`src/rtl/fmdll_pkg.sv`:
```
// Shared types and defaults for the DLL frequency lock monitor.
package fmdll_pkg;

  typedef enum logic [1:0] {
    IDLE    = 2'd0,
    MEASURE = 2'd1,
    CHECK   = 2'd2
  } state_t;

  localparam int CNT_W        = 6;
  localparam int LOCK_CNT_DEF = 4;
  localparam int TOL_DEF      = 1;
  localparam int TIMEOUT_DEF  = 255;

endpackage

```
`src/rtl/fmdll_edge_sync.sv`:
```
// Two-flop synchronizer for the reference clock plus a registered rising-edge
// detector; rise pulses for one cycle, three cycles after the raw edge.
module fmdll_edge_sync (
  input  logic clk_out,
  input  logic rst,
  input  logic d,
  output logic rise
);

  logic s1;
  logic s2;
  logic s3;

  always_ff @(posedge clk_out or posedge rst) begin
    if (rst) begin
      s1   <= 1'b0;
      s2   <= 1'b0;
      s3   <= 1'b0;
      rise <= 1'b0;
    end else begin
      s1   <= d;
      s2   <= s1;
      s3   <= s2;
      rise <= s2 & ~s3;
    end
  end

endmodule

```
`src/rtl/fmdll_lock_mon.sv`:
```
// Counts clk_out cycles across M reference periods, compares the count with N
// and asserts locked after LOCK_CNT consecutive in-tolerance windows.
module fmdll_lock_mon
  import fmdll_pkg::*;
#(
  parameter int LOCK_CNT = LOCK_CNT_DEF,
  parameter int TOL      = TOL_DEF,
  parameter int TIMEOUT  = TIMEOUT_DEF
) (
  input  logic             clk_out,
  input  logic             rst,
  input  logic             clk_ext,
  input  logic [1:0]       M,
  input  logic [3:0]       N,
  output logic             locked,
  output logic             meas_valid,
  output logic [CNT_W-1:0] meas_cnt,
  output logic             err,
  output logic             lost_ref,
  output logic             cfg_err
);

  localparam int TO_W  = $clog2(TIMEOUT + 1);
  localparam int RUN_W = $clog2(LOCK_CNT + 1);

  state_t           state;
  logic             ref_rise;
  logic [CNT_W-1:0] win_cnt;
  logic [CNT_W-1:0] win_inc;
  logic [1:0]       ref_cnt;
  logic [1:0]       ref_cnt_nxt;
  logic [TO_W-1:0]  to_cnt;
  logic [RUN_W-1:0] run_cnt;
  logic [RUN_W-1:0] run_inc;
  logic [1:0]       m_q;
  logic [3:0]       n_q;
  logic             cfg_chg;
  logic             close_win;
  logic             timeout_hit;
  logic signed [6:0] diff;
  logic [6:0]       diff_abs;
  logic             pass;

  fmdll_edge_sync u_sync (
    .clk_out (clk_out),
    .rst     (rst),
    .d       (clk_ext),
    .rise    (ref_rise)
  );

  assign cfg_err     = (M == 2'd0) || (N == 4'd0);
  assign cfg_chg     = (M != m_q) || (N != n_q);
  assign ref_cnt_nxt = ref_cnt + 2'd1;
  assign close_win   = ref_rise && (ref_cnt_nxt == m_q);
  // A reference edge in the same cycle always wins over the timeout.
  assign timeout_hit = !ref_rise && !lost_ref && (to_cnt == TO_W'(TIMEOUT - 1));
  assign win_inc     = (win_cnt == '1) ? win_cnt : win_cnt + 1'b1;
  assign run_inc     = (run_cnt == RUN_W'(LOCK_CNT)) ? run_cnt : run_cnt + 1'b1;

  assign diff     = $signed({1'b0, win_cnt}) - $signed({3'b000, n_q});
  assign diff_abs = diff[6] ? 7'(-diff) : 7'(diff);
  assign pass     = (diff_abs <= 7'(TOL));

  // meas_valid is a single-cycle pulse, no backpressure: meas_cnt, err and
  // locked are all valid in that same cycle and must be taken then.
  always_ff @(posedge clk_out or posedge rst) begin
    if (rst) begin
      state      <= IDLE;
      win_cnt    <= '0;
      ref_cnt    <= '0;
      to_cnt     <= '0;
      run_cnt    <= '0;
      m_q        <= '0;
      n_q        <= '0;
      locked     <= 1'b0;
      meas_valid <= 1'b0;
      meas_cnt   <= '0;
      err        <= 1'b0;
      lost_ref   <= 1'b0;
    end else begin
      meas_valid <= 1'b0;
      err        <= 1'b0;

      if (ref_rise) begin
        to_cnt   <= '0;
        lost_ref <= 1'b0;
      end else if (timeout_hit) begin
        to_cnt   <= '0;
        lost_ref <= 1'b1;
      end else if (!lost_ref) begin
        to_cnt <= to_cnt + 1'b1;
      end

      if (cfg_err) begin
        state   <= IDLE;
        locked  <= 1'b0;
        run_cnt <= '0;
      end else if (timeout_hit) begin
        state   <= IDLE;
        locked  <= 1'b0;
        run_cnt <= '0;
        err     <= 1'b1;
      end else begin
        case (state)
          IDLE: begin
            if (ref_rise) begin
              win_cnt <= CNT_W'(1);
              ref_cnt <= '0;
              m_q     <= M;
              n_q     <= N;
              state   <= MEASURE;
            end
          end
          MEASURE, CHECK: begin
            if (cfg_chg) begin
              state   <= IDLE;
              locked  <= 1'b0;
              run_cnt <= '0;
            end else if (close_win) begin
              // The closing edge cycle belongs to the next window, hence preset to 1.
              state      <= CHECK;
              meas_cnt   <= win_cnt;
              meas_valid <= 1'b1;
              win_cnt    <= CNT_W'(1);
              ref_cnt    <= '0;
              if (pass) begin
                run_cnt <= run_inc;
                locked  <= (run_inc == RUN_W'(LOCK_CNT));
              end else begin
                err     <= 1'b1;
                run_cnt <= '0;
                locked  <= 1'b0;
              end
            end else begin
              state   <= MEASURE;
              win_cnt <= win_inc;
              if (ref_rise) ref_cnt <= ref_cnt_nxt;
            end
          end
          default: state <= IDLE;
        endcase
      end
    end
  end

endmodule

```
`config.mk`:
```
export PLATFORM = sky130hd
export DESIGN_NAME = fmdll_lock_mon
export DESIGN_NICKNAME = d
export VERILOG_FILES = /design/src/rtl/fmdll_pkg.sv /design/src/rtl/fmdll_edge_sync.sv /design/src/rtl/fmdll_lock_mon.sv
export SDC_FILE = /design/constraint.sdc
export NUM_CORES = 1
export LEC_CHECK = 0
export ABC_AREA = 1
export BUFFER_PORTS_ARGS = -buffer_cell sky130_fd_sc_hd__buf_2
export CELL_PAD_IN_SITES_DETAIL_PLACEMENT = 0
export CELL_PAD_IN_SITES_GLOBAL_PLACEMENT = 1
export CORE_MARGIN = 3
export CORE_UTILIZATION = 45
export DETAILED_ROUTE_END_ITERATION = 16
export PLACE_DENSITY_LB_ADDON = 0.2
export SKIP_CTS_REPAIR_TIMING = 1
export SLEW_MARGIN = 15
export SYNTH_ARGS = -nofsm -noshare
export SYNTH_HDL_FRONTEND = slang
export SYNTH_SLANG_ARGS = --single-unit
```
`constraint.sdc`:
```
create_clock -name clk_out -period 6.2 [get_ports clk_out]
set_input_delay 0.62 -clock clk_out [delete_from_list [all_inputs] [get_ports clk_out]]
set_output_delay 0.62 -clock clk_out [all_outputs]
set_load 0.005 [all_outputs]
```
# After elaboration in Yosys (flattened, before gate mapping)
# Index checks and enable logic that the tools add are counted.
classes:
  add_sub_neg: 6
  n_lt_le_gt_ge: 1
  n_eq_ne: 15
  muxes: 46
  bitwise_logic: 5
  n_reduce_logical: 20
op_table:
  columns: ["cell", "count"]
  rows:
  - ["two-way mux 6 bit", 4]
  - ["two-way mux 8 bit", 3]
  - ["two-way mux 3 bit", 7]
  - ["two-way mux 1 bit", 19]
  - ["two-way mux 2 bit", 9]
  - ["one-hot mux 6 bit (2 select lines)", 1]
  - ["AND reduction 6 bit", 2]
  - ["adder 8 x 1 -> 8 bit (second input constant)", 1]
  - ["== test 8 bit (second input constant)", 1]
  - ["one-hot mux 2 bit (2 select lines)", 2]
  - ["less-or-equal comparator 7 x 1 -> 1 bit (second input constant)", 1]
  - ["two-way mux 7 bit", 1]
  - ["negator 7 bit", 1]
  - ["subtractor 6 x 4 -> 7 bit", 1]
  - ["adder 6 x 1 -> 6 bit (second input constant)", 1]
  - ["== test 3 bit (second input constant)", 2]
  - ["== test 6 bit (second input constant)", 1]
  - ["AND reduction 5 bit", 1]
  - ["zero test 2 bit", 2]
  - ["zero test 4 bit", 1]
  - ["!= test 4 x 3 -> 1 bit (second input constant)", 1]
  - ["!= test 4 bit", 1]
  - ["inverter 1 bit", 4]
  - ["AND reduction 4 bit", 1]
  - ["20 further kinds", 25]
totals:
  regBits: 41
  in_bits: 9
  out_inout_bits: 11
  wordCells: 109

# Depth between registers and ports, before layout
# Gate-level depths: netlist of run 1.
logic_depth:
  ltp_word: 10
  ltp_mapped: 16

# Cells and area by module
# A second synthesis of run 1 with hierarchy kept.
unflattened:
  hier_cells: 365
  area_unflattened_um2: 2631.3
by_module_without_submodules:
  columns: ["mod", "instances", "cells_per_inst", "area_each_um2", "seq_area_each_um2"]
  rows:
  - ["fmdll_lock_mon", 1, 358, 2517.4, 925.9]
  - ["fmdll_edge_sync", 1, 7, 113.9, 100.1]

# Least setup slack after synthesis of run 1
# OpenSTA, ideal clock, no wires.
synth_path:
  kind: "register to register"
  start: "reg win_cnt[0]"
  end: "reg locked"
  t_arrival_ns: 2.104
  required_time_ns: 6.135
  setup_slack_ns: 4.031
  stages_incl_launch_ff: 15
  path_buffers: 0
  path_cell_list: "dfrtp_1 > inv_1 > ha_1 > inv_1 > fa_1 > inv_1 > ha_1 > nand3b_1 > nand2_1 > inv_1 > nor2_1 > nand2_1 > nor2_2 > nand2_1 > nand2_1"
synth_between:
  elab_chain_cells: 10
synth_lines:
  columns: ["element", "line_no", "text"]
  rows:
  - ["from (decl)", "fmdll_lock_mon.sv:28", "logic [CNT_W-1:0] win_cnt;"]
  - ["from (signal assigned)", "fmdll_lock_mon.sv:136", "win_cnt <= win_inc;"]
  - ["subtractor 6 x 4 -> 7 bit (*)", "fmdll_lock_mon.sv:60", "assign diff = $signed({1'b0, win_cnt}) - $signed({3'b000, n_q});"]
  - ["negator 7 bit", "fmdll_lock_mon.sv:61", "assign diff_abs = diff[6] ? 7'(-diff) : 7'(diff);"]
  - ["two-way mux 7 bit (*)", "fmdll_lock_mon.sv:61", null]
  - ["less-or-equal comparator 7 x 1 -> 1 bit (*)", "fmdll_lock_mon.sv:62", "assign pass = (diff_abs <= 7'(TOL));"]
  - ["two-way mux 1 bit (*)", "fmdll_lock_mon.sv:126", "if (pass) begin"]
  - ["two-way mux 1 bit (*)", "fmdll_lock_mon.sv:119", "end else if (close_win) begin"]
  - ["two-way mux 1 bit (*)", "fmdll_lock_mon.sv:115", "if (cfg_chg) begin"]
  - ["two-way mux 1 bit (*)", "fmdll_lock_mon.sv:104", "case (state)"]
  - ["two-way mux 1 bit (*)", "fmdll_lock_mon.sv:98", "end else if (timeout_hit) begin"]
  - ["two-way mux 1 bit (*)", "fmdll_lock_mon.sv:94", "if (cfg_err) begin"]
  - ["to (signal assigned)", "fmdll_lock_mon.sv:128", "locked <= (run_inc == RUN_W'(LOCK_CNT));"]
  - ["to (decl)", "fmdll_lock_mon.sv:15", "output logic locked,"]
# Every way passes the cells marked *; elsewhere a longest branch is shown, timed or not. The select of a mux whose other input is x is not followed.
# A chain may end at the register's enable or synchronous reset.

# Final worst setup path of run 1
layout_path:
  start: "reg win_cnt[0]"
  end: "reg run_cnt[2]"
layout_between:
  elab_chain_cells: 10
layout_lines:
  columns: ["element", "line_no", "text"]
  rows:
  - ["subtractor 6 x 4 -> 7 bit (*)", "fmdll_lock_mon.sv:60", null]
  - ["negator 7 bit", "fmdll_lock_mon.sv:61", null]
  - ["two-way mux 7 bit (*)", "fmdll_lock_mon.sv:61", null]
  - ["less-or-equal comparator 7 x 1 -> 1 bit (*)", "fmdll_lock_mon.sv:62", null]
  - ["two-way mux 3 bit (*)", "fmdll_lock_mon.sv:126", null]
  - ["two-way mux 3 bit (*)", "fmdll_lock_mon.sv:119", null]
  - ["two-way mux 3 bit (*)", "fmdll_lock_mon.sv:115", null]
  - ["two-way mux 3 bit (*)", "fmdll_lock_mon.sv:104", null]
  - ["two-way mux 3 bit (*)", "fmdll_lock_mon.sv:98", null]
  - ["two-way mux 3 bit (*)", "fmdll_lock_mon.sv:94", null]
  - ["to (signal assigned)", "fmdll_lock_mon.sv:127", "run_cnt <= run_inc;"]
  - ["to (decl)", "fmdll_lock_mon.sv:33", "logic [RUN_W-1:0] run_cnt;"]
# Marks and branches as above.

==> qor.csv, run 1 <==
metric,value,unit
IO Count,20,
first-pass GRT wire length,9.62,mm
ys async rst share,1.00,
Port Buffers,19,
Hold Crit Class,flop to flop,
P&R area growth vs syn,10.4,%
worst-case vdd ir drop,0.203,mV
pwr dens,381,mW/mm^2
Ys Warns,0,
largest net degree at the start of global routing,42,
RR Startpoint,win_cnt[0],
#FFs+latches synth,41,
DR vias/cell,4.83,
CP Max Fanout,4,
CP max-delay cell,fa_1,
# rows,27,
CP Buf/Inv Count,4,
crit path capture type,flop,
vias post-DR,2165,
RSZ-0062 raised after global routing,false,
Post-Route Skew,0.00543,ns
setup TNS,0,ns
R2R Setup Slk,3.83,ns
Root Buffer,clkbuf_8,
DRT iter0 DRCs,88,
clk buf depth,2,
clk_lat worst skew,0.30,ns
setup violators final,0,
Detail Route Antenna Nets,0,
chip width,82.9,um
core area,0.00561,mm^2
final RePlAce weighted congestion,0.834,
Least-Margin Pin Slew,0.543,ns
Clock Sinks,41,
Die Y,82.9,um
CP Launch Point,win_cnt[0],
worst path required time,6.44,ns
number of fill cells,582,
"Net Count, Synth",374,
Setup Crit Path Kind,flop to flop,
vias in the first global route,2041,
initial antenna violation count,0,
sequential area share after synthesis,0.386,
share of layout cells above drive strength 1,0.218,
synth top area cells,"dfrtp_1 39%, nand2_1 15%, inv_1 6.9%",
first drt pass iteration count,4,
Slew Limit Fails,0,
outcome,completed,
post-detail-place hpwl,4.19,mm
Worst EP arrival,2.61,ns
n_diodes,0,
Total Routing Usage GR,0.169,
Top delay family on crit path,adder cells,
die footprint,0.00687,mm^2
share of the synthesized area in the top cell type,0.386,
final cycle utilization of the critical path,0.382,
critical path launch point type,flop,
Final Routed Wirelength,5.39,mm
global route overflow,0,
Starting Density,0.475,
max-cap viol count,0,
P_leak,1.58,nW
clock slew at reported path FFs,0.09,ns
biggest area consumer among synthesized cells,dfrtp_1,
final-stage net count,397,
remaining routing DRC violations,0,
Pwr Total,0.00112,W
cells on worst reg2reg path,14,
Rel. slew slack,0.638,
cell count after synthesis,352,
"slowest stage delay, CP",0.47,ns
CP Depth,14,
highest clock rate,422,MHz
Fin. Hold Viols,0,
r2r endpoint,run_cnt[2],
WL/cell,12.0,um
min cycle time layout,2.37,ns
CTS Buf Count,5,
Mean Syn Cell Area,7.56,um^2
CTS tree,yes,
Yosys cell types,34,
# H-tree levels,2,
Critical Path Sink,run_cnt[2],
Post-synth EDFFs,0,
synthesized area,0.00266,mm^2
top_reg_cell synth,dfrtp_1,
crit-path cells,inv_1 -> ha_1 -> inv_1 -> fa_1 -> inv_1 -> ha_1 -> nand3b_1 -> nand2_1 -> inv_1 -> nor2_1 -> nand2_1 -> nor2_2 -> nand2_1 -> nand2_1,
## area by class of cell
class / count / area (um^2) / area share
Clock inverter: 2 / 37.5 / 0.0128
Multi-Input combinational cell: 250 / 1390 / 0.472
Inverter: 57 / 214 / 0.0728
Timing Repair Buffer: 20 / 103 / 0.0349
Sequential cell: 41 / 1030 / 0.349
Clock buffer: 6 / 82.6 / 0.0281
Tap cell: 72 / 90.1 / 0.0307
## cell usage in the layout (no fill, tap or decap), types with 4 or more instances in the layout
cell type / Yosys / routed
inv_2: 7 / 7
nor2_2: 5 / 5
clkbuf_8: 0 / 6
nand3_1: 15 / 15
dfrtp_1: 41 / 41
inv_1: 49 / 49
xor2_1: 6 / 6
nor3_1: 4 / 4
buf_2: 1 / 19
nand4_1: 5 / 5
nand2_1: 105 / 105
ha_1: 12 / 12
o21ai_0: 7 / 7
nand2_2: 17 / 17
o21ai_2: 11 / 11
nor2_1: 35 / 35
## flip-flops by register name, summed over array words and instances, names as in the netlist
signal	count
err	1
locked	1
lost_ref	1
m_q	2
meas_cnt	6
meas_valid	1
n_q	4
ref_cnt	2
run_cnt	3
state	2
to_cnt	8
u_sync.rise	1
u_sync.s1	1
u_sync.s2	1
u_sync.s3	1
win_cnt	6
## metrics by stage
step                      hold WS (ns)   util  area (um^2)  instances  worst slack [ns]
after CTS                        0.359  0.524         2940        448              3.82
after global placement           0.348  0.503         2820        440              3.90
after global routing             0.375  0.524         2940        448              3.59
after detailed placement         0.347  0.503         2820        440              3.84
after floorplan                  0.331      -         2660        352              4.03
final                            0.355  0.524         2940        448              3.83
## logic make-up after synthesis
| group | after synthesis | share of synthesized area |
|---|---|---|
| simple gates | 198 | 0.346 |
| buf+inv | 61 | 0.0936 |
| flops | 41 | 0.386 |
| compound gates | 31 | 0.0846 |
| fa+ha+maj | 13 | 0.0639 |
| xor+xnor | 8 | 0.0263 |
## power breakdown
group	leakage (nW)	total, W	internal [W]	switching (W)
clock network	0.0574	0.000230	0.000131	0.0000992
registers	0.544	0.000355	0.000310	0.0000449
logic	0.980	0.000536	0.000190	0.000346
total	1.58	0.00112	0.000631	0.000490
## layer usage
layer	wire [um]	vias to the layer above	track usage
met2	2550	23	0.276
met3	129	5	0.0308
li1	-	1134	-
met1	2660	1003	0.230
met4	61	0	0.0461
met5	0	-	0
## Yosys cell counts, types with 3 or more instances
cell type / count
inv_2: 7
nor2_1: 35
inv_1: 49
o21ai_0: 7
xor2_1: 6
o21ai_1: 3
nand3_1: 15
nand4_1: 5
dfrtp_1: 41
or2_2: 3
nand2_2: 17
o21ai_2: 11
nand2_1: 105
nor2_2: 5
ha_1: 12
a21oi_1: 3
nor3_1: 4
## worst min path at each step
stage | startpoint | to | cells after the start
floorplan | u_sync.s1 | u_sync.s2 | 0
global placement | u_sync.s1 | u_sync.s2 | 0
detailed placement | u_sync.s1 | u_sync.s2 | 0
CTS | u_sync.s1 | u_sync.s2 | 0
global route | u_sync.s1 | u_sync.s2 | 0
finish | u_sync.s1 | u_sync.s2 | 0
No activity file was read; power rests on OpenSTA's default activity.
==> run 2: changes to the inputs <==
--- a/config.mk
+++ b/config.mk
@@ -10,7 +10,7 @@
 export CELL_PAD_IN_SITES_DETAIL_PLACEMENT = 0
 export CELL_PAD_IN_SITES_GLOBAL_PLACEMENT = 1
 export CORE_MARGIN = 3
-export CORE_UTILIZATION = 45
+export CORE_UTILIZATION = 40
 export DETAILED_ROUTE_END_ITERATION = 16
 export PLACE_DENSITY_LB_ADDON = 0.2
 export SKIP_CTS_REPAIR_TIMING = 1
==> constraint.sdc (replaced) <==
create_clock -name clk_out -period 1.92 [get_ports clk_out]
set_input_delay 0.192 -clock clk_out [delete_from_list [all_inputs] [get_ports clk_out]]
set_output_delay 0.192 -clock clk_out [all_outputs]
set_load 0.005 [all_outputs]
==> qor.csv, run 2 (synthesized netlist as in run 1, its figures left out) <==
metric,value,unit
Total Routing Usage GR,0.161,
critical path launch point type,flop,
chip width,87.6,um
first-pass GRT wire length,9.71,mm
largest registers,"to_cnt x8, meas_cnt x6, win_cnt x6",
Clock Sinks,41,
Clock power frac,0.182,
CTS tree,yes,
# H-tree levels,2,
min cycle time layout,2.16,ns
pre-CTS setup slack,-0.293,ns
DRT iter0 DRCs,81,
RSZ-0062 raised after global routing,true,
initial antenna violation count,0,
clock slew at reported path FFs,0.08,ns
PnR worst setup slack,-0.240,ns
Starting Density,0.417,
Detail Route Antenna Nets,0,
Port Buffers,19,
vias post-DR,2163,
IO Count,20,
R2R Setup Slk,-0.24,ns
clk_lat worst skew,0.30,ns
final RePlAce weighted congestion,0.841,
largest net degree at the start of global routing,42,
Flop pwr share,0.275,
highest clock rate,463,MHz
Switching Power,0.00175,W
Slew Limit Fails,0,
Post-Route Skew,0.00453,ns
P&R area growth vs syn,17.8,%
final cycle utilization of the critical path,1.12,
"most common cell after layout, fill and taps aside",nand2_1,
final-stage net count,414,
CP Max Fanout,2,
worst-case vdd ir drop,0.715,mV
pwr dens,1300,mW/mm^2
max-cap viol count,0,
share of layout cells above drive strength 1,0.280,
most frequent cells in the layout,"101 x nand2_1, 45 x inv_1, 41 x dfrtp_1, 34 x nor2_1",
outcome,"complete, but fails checks",
# rows,29,
die footprint,0.00767,mm^2
Setup Crit Path Kind,flop to flop,
clk buf depth,2,
Hold Crit Class,primary input to asynchronous set/reset pin,
n_diodes,0,
first drt pass iteration count,4,
Rel. slew slack,0.632,
Final Routed Wirelength,5.49,mm
Root Buffer,clkbuf_8,
Fin. Hold Viols,0,
core area,0.00639,mm^2
post-detail-place hpwl,4.27,mm
crit path capture type,flop,
Worst EP arrival,2.35,ns
setup TNS,-1.08,ns
Reg with most FFs,to_cnt,
max reg flops,8,
DR vias/cell,4.60,
r2r endpoint,err,
worst path required time,2.11,ns
P_leak,1.67,nW
Comb pwr share,0.543,
setup violators final,5,
Die Y,87.6,um
Sw Share,0.428,
WL/cell,11.7,um
internal power,0.00234,W
vias in the first global route,2071,
remaining routing DRC violations,0,
cells on worst reg2reg path,17,
CTS Buf Count,5,
RR Startpoint,win_cnt[0],
failing checks,negative setup slack,
global route overflow,0,
Least-Margin Pin Slew,0.552,ns
==> run 2: layer usage <==
layer,global-route usage,up-vias,wire (um)
met5,0,-,0
met4,0.0391,0,54
met3,0.0357,5,192
met2,0.251,27,2480
met1,0.228,964,2770
li1,-,1167,-
==> run 2: cell type report <==
type | count | area, um^2
multi-input combinational | 250 | 1440
clock buffer | 6 | 82.6
inverter | 57 | 214
tap | 77 | 96.3
timing repair buffer | 37 | 236
clock inverter | 2 | 37.5
fill | 659 | 3250
sequential | 41 | 1030
==> run 2: power by group through the flow <==
stage                     combinational [W]  clock (W)  sequential [W]
after floorplan                     0.00148          0         0.00114
after global placement              0.00196          0         0.00114
after detailed placement            0.00196          0         0.00114
after CTS                           0.00198   0.000765         0.00112
after global routing                0.00252   0.000807         0.00115
final                               0.00222   0.000743         0.00112
==> run 2: critical path, stage by stage (launching register included) <==
cell     delay (ns)
dfrtp_1        0.40
inv_2          0.08
ha_4           0.12
inv_2          0.04
fa_2           0.53
inv_2          0.05
buf_6          0.12
nand2_4        0.05
inv_2          0.03
nand2_1        0.05
nand3_1        0.06
nand2_1        0.06
nand2_1        0.05
nor2_2         0.11
nand2_2        0.08
buf_4          0.14
nand2_2        0.04
a21oi_1        0.05
==> run 2: how the worst max path moves through the flow <==
| stage | slack, ns | cells after the start | endpoint | start |
|---|---|---|---|---|
| after floorplan | -0.21 | 14 | run_cnt[0] | win_cnt[0] |
| after global placement | -0.25 | 14 | run_cnt[0] | win_cnt[0] |
| after detailed placement | -0.29 | 14 | run_cnt[0] | win_cnt[0] |
| after CTS | -0.32 | 14 | run_cnt[0] | win_cnt[0] |
| after global routing | -0.37 | 14 | run_cnt[0] | win_cnt[0] |
| final | -0.24 | 17 | err | win_cnt[0] |
==> run 2: through the flow <==
stage          hold WS [ns]  utilization  instance area [um^2]  cells  total power [W]
2_1_floorplan         0.223            -                  2670    352          0.00261
4_1_cts             -0.0120        0.480                  3060    467          0.00387
3_5_place_dp          0.302        0.461                  2940    459          0.00310
5_1_grt              0.0654        0.491                  3130    470          0.00448
6_report             0.0236        0.491                  3130    470          0.00409
3_3_place_gp          0.300        0.461                  2940    459          0.00309
==> run 3: changes to the inputs <==
--- a/config.mk
+++ b/config.mk
@@ -5,13 +5,12 @@
 export SDC_FILE = /design/constraint.sdc
 export NUM_CORES = 1
 export LEC_CHECK = 0
-export ABC_AREA = 1
-export BUFFER_PORTS_ARGS = -buffer_cell sky130_fd_sc_hd__buf_2
 export CELL_PAD_IN_SITES_DETAIL_PLACEMENT = 0
 export CELL_PAD_IN_SITES_GLOBAL_PLACEMENT = 1
 export CORE_MARGIN = 3
-export CORE_UTILIZATION = 40
+export CORE_UTILIZATION = 45
 export DETAILED_ROUTE_END_ITERATION = 16
+export DONT_BUFFER_PORTS = 1
 export PLACE_DENSITY_LB_ADDON = 0.2
 export SKIP_CTS_REPAIR_TIMING = 1
 export SLEW_MARGIN = 15
==> qor.csv, run 3 <==
metric,value,unit
Final Routed Wirelength,5.45,mm
# rows,26,
max reg flops,8,
r2r endpoint,run_cnt[2],
worst path required time,2.15,ns
final RePlAce weighted congestion,0.819,
CP Launch Point,win_cnt[0],
CTS Buf Count,5,
setup violators final,19,
Slew Limit Fails,0,
most numerous cell in the Yosys netlist,dfrtp_1,
ys async rst share,1.00,
cell count after synthesis,242,
placed cell area,0.00290,mm^2
biggest area consumer among synthesized cells,dfrtp_1,
Post-synth EDFFs,0,
R2R Setup Slk,-0.71,ns
max-cap viol count,0,
pwr dens,1050,mW/mm^2
Total Routing Usage GR,0.188,
clk buf depth,2,
global route overflow,0,
clk_lat worst skew,0.30,ns
crit-path cells,inv_1 -> ha_1 -> inv_1 -> fa_1 -> inv_1 -> ha_2 -> a31oi_1 -> or4_4 -> a311oi_4 -> a41oi_1 -> nor2_1,
met3 Track Usage GR,0.0329,
RSZ-0062 raised after global routing,true,
Ys Warns,0,
failing checks,negative setup slack,
"most used cell, CP",inv_1,
first-pass GRT wire length,9.26,mm
synthesized area,0.00241,mm^2
PnR worst setup slack,-0.714,ns
top_reg_cell synth,dfrtp_1,
"most common cell after layout, fill and taps aside",buf_4,
min-delay src,N[2],
synth top area cells,"dfrtp_1 43%, ha_1 6.2%, mux2_2 6.1%",
setup TNS,-5.57,ns
CP max-delay cell,fa_1,
Setup Crit Path Kind,flop to flop,
largest net degree at the start of global routing,23,
remaining routing DRC violations,0,
# H-tree levels,2,
Detail Route Antenna Nets,0,
largest registers,"to_cnt x8, meas_cnt x6, win_cnt x6",
core area,0.00514,mm^2
n_diodes,0,
final core occ,0.629,
IO Count,20,
Clock Sinks,41,
"Net Count, Synth",264,
vias in the first global route,2013,
#FFs+latches synth,41,
met1 Resource Use GR,0.255,
clock slew at reported path FFs,0.08,ns
critical path launch point type,flop,
Yosys cell types,49,
CTS tree,yes,
highest clock rate,380,MHz
sequential area share after synthesis,0.425,
worst-case vdd ir drop,0.577,mV
Die Y,79.2,um
final cycle utilization of the critical path,1.37,
Mean Syn Cell Area,9.97,um^2
Port Buffers,0,
DRT iter0 DRCs,33,
min cycle time layout,2.63,ns
vias post-DR,1978,
final-stage net count,323,
Fin. Hold Viols,0,
Least-Margin Pin Slew,0.761,ns
die footprint,0.00628,mm^2
Hold Crit Class,primary input to flop,
share of layout cells above drive strength 1,0.368,
chip width,79.2,um
RR Startpoint,win_cnt[0],
post-detail-place hpwl,4.08,mm
first drt pass iteration count,4,
Root Buffer,clkbuf_8,
Post-Route Skew,0.00470,ns
CP Max Fanout,5,
initial antenna violation count,0,
share of the synthesized area in the top cell type,0.425,
crit path capture type,flop,
grt met2 use,0.298,
number of fill cells,464,
P&R area growth vs syn,33.9,%
grt peak-use layer,met2,
Reg with most FFs,to_cnt,
cells on worst reg2reg path,11,
Commonest cells post-synth,"41 x dfrtp_1, 18 x nor2_1, 17 x inv_1",
Rel. slew slack,0.490,
DR vias/cell,5.32,
"slowest stage delay, CP",0.46,ns
Starting Density,0.469,
outcome,"complete, but fails checks",
Critical Path Sink,run_cnt[2],
Worst EP arrival,2.86,ns
WL/cell,14.7,um
P_leak,1.48,nW
most frequent cells in the layout,"49 x buf_4, 41 x dfrtp_1, 18 x nor2_1, 15 x inv_1, 15 x nand2_1",
Final Instance Area,0.00323,mm^2
run 3: worst max-delay path, delay by kind of cell, from the launching register on:
kind                     cells  cell delay, ns
buffers and inverters        3            0.20
AO/OA/AOI/OAI                3            0.63
flip-flops                   1            0.39
AND/OR/NAND/NOR              2            0.56
adder cells (fa/ha/maj)      3            0.79
run 3: cell type report:
class,count,area (um^2),area share
tap,70,87.6,0.0271
clock buffer,7,96.3,0.0298
clock inverter,1,8.76,0.00271
timing repair buffer,57,477,0.148
inverter,17,63.8,0.0198
sequential,41,1030,0.318
multi-input combinational,179,1470,0.455
run 3: power by group:
group          total (W)  leakage (nW)  switching, W  internal, W
Combinational    0.00173         0.881      0.000844     0.000882
Clock           0.000641        0.0549      0.000309     0.000332
Sequential       0.00103         0.542     0.0000707     0.000964
Total            0.00340          1.48       0.00122      0.00218
run 3: worst min path at each step:
| stage | to | cells after the start |
|---|---|---|
| after CTS | u_sync.s1 | 1 |
| final | n_q[2] | 1 |
| after global routing | m_q[0] | 1 |
| after detailed placement | u_sync.s1 | 1 |
| after floorplan | u_sync.s1 | 0 |
| after global placement | u_sync.s1 | 1 |
run 3: cells by family after synthesis:
family,share of synthesized area
compound gates,0.137
xor+xnor,0.0472
fa+ha+maj,0.0705
buf+inv,0.0384
flops,0.425
mux,0.0830
simple gates,0.199
run 3: metal layers:
| layer | vias up | wire, um |
|---|---|---|
| met3 | 14 | 169 |
| met5 | - | 0 |
| li1 | 989 | - |
| met2 | 27 | 2650 |
| met4 | 0 | 135 |
| met1 | 948 | 2490 |
run 3: stage by stage:
stage	setup slack [ns]	hold WS, ns	total power [W]	std cells
after detailed placement	-0.713	0.156	0.00261	357
after CTS	-0.756	-0.177	0.00327	365
after global placement	-0.612	0.139	0.00257	357
final	-0.714	0.0394	0.00340	372
after floorplan	-0.639	0.223	0.00199	242
after global routing	-0.893	0.0200	0.00367	372
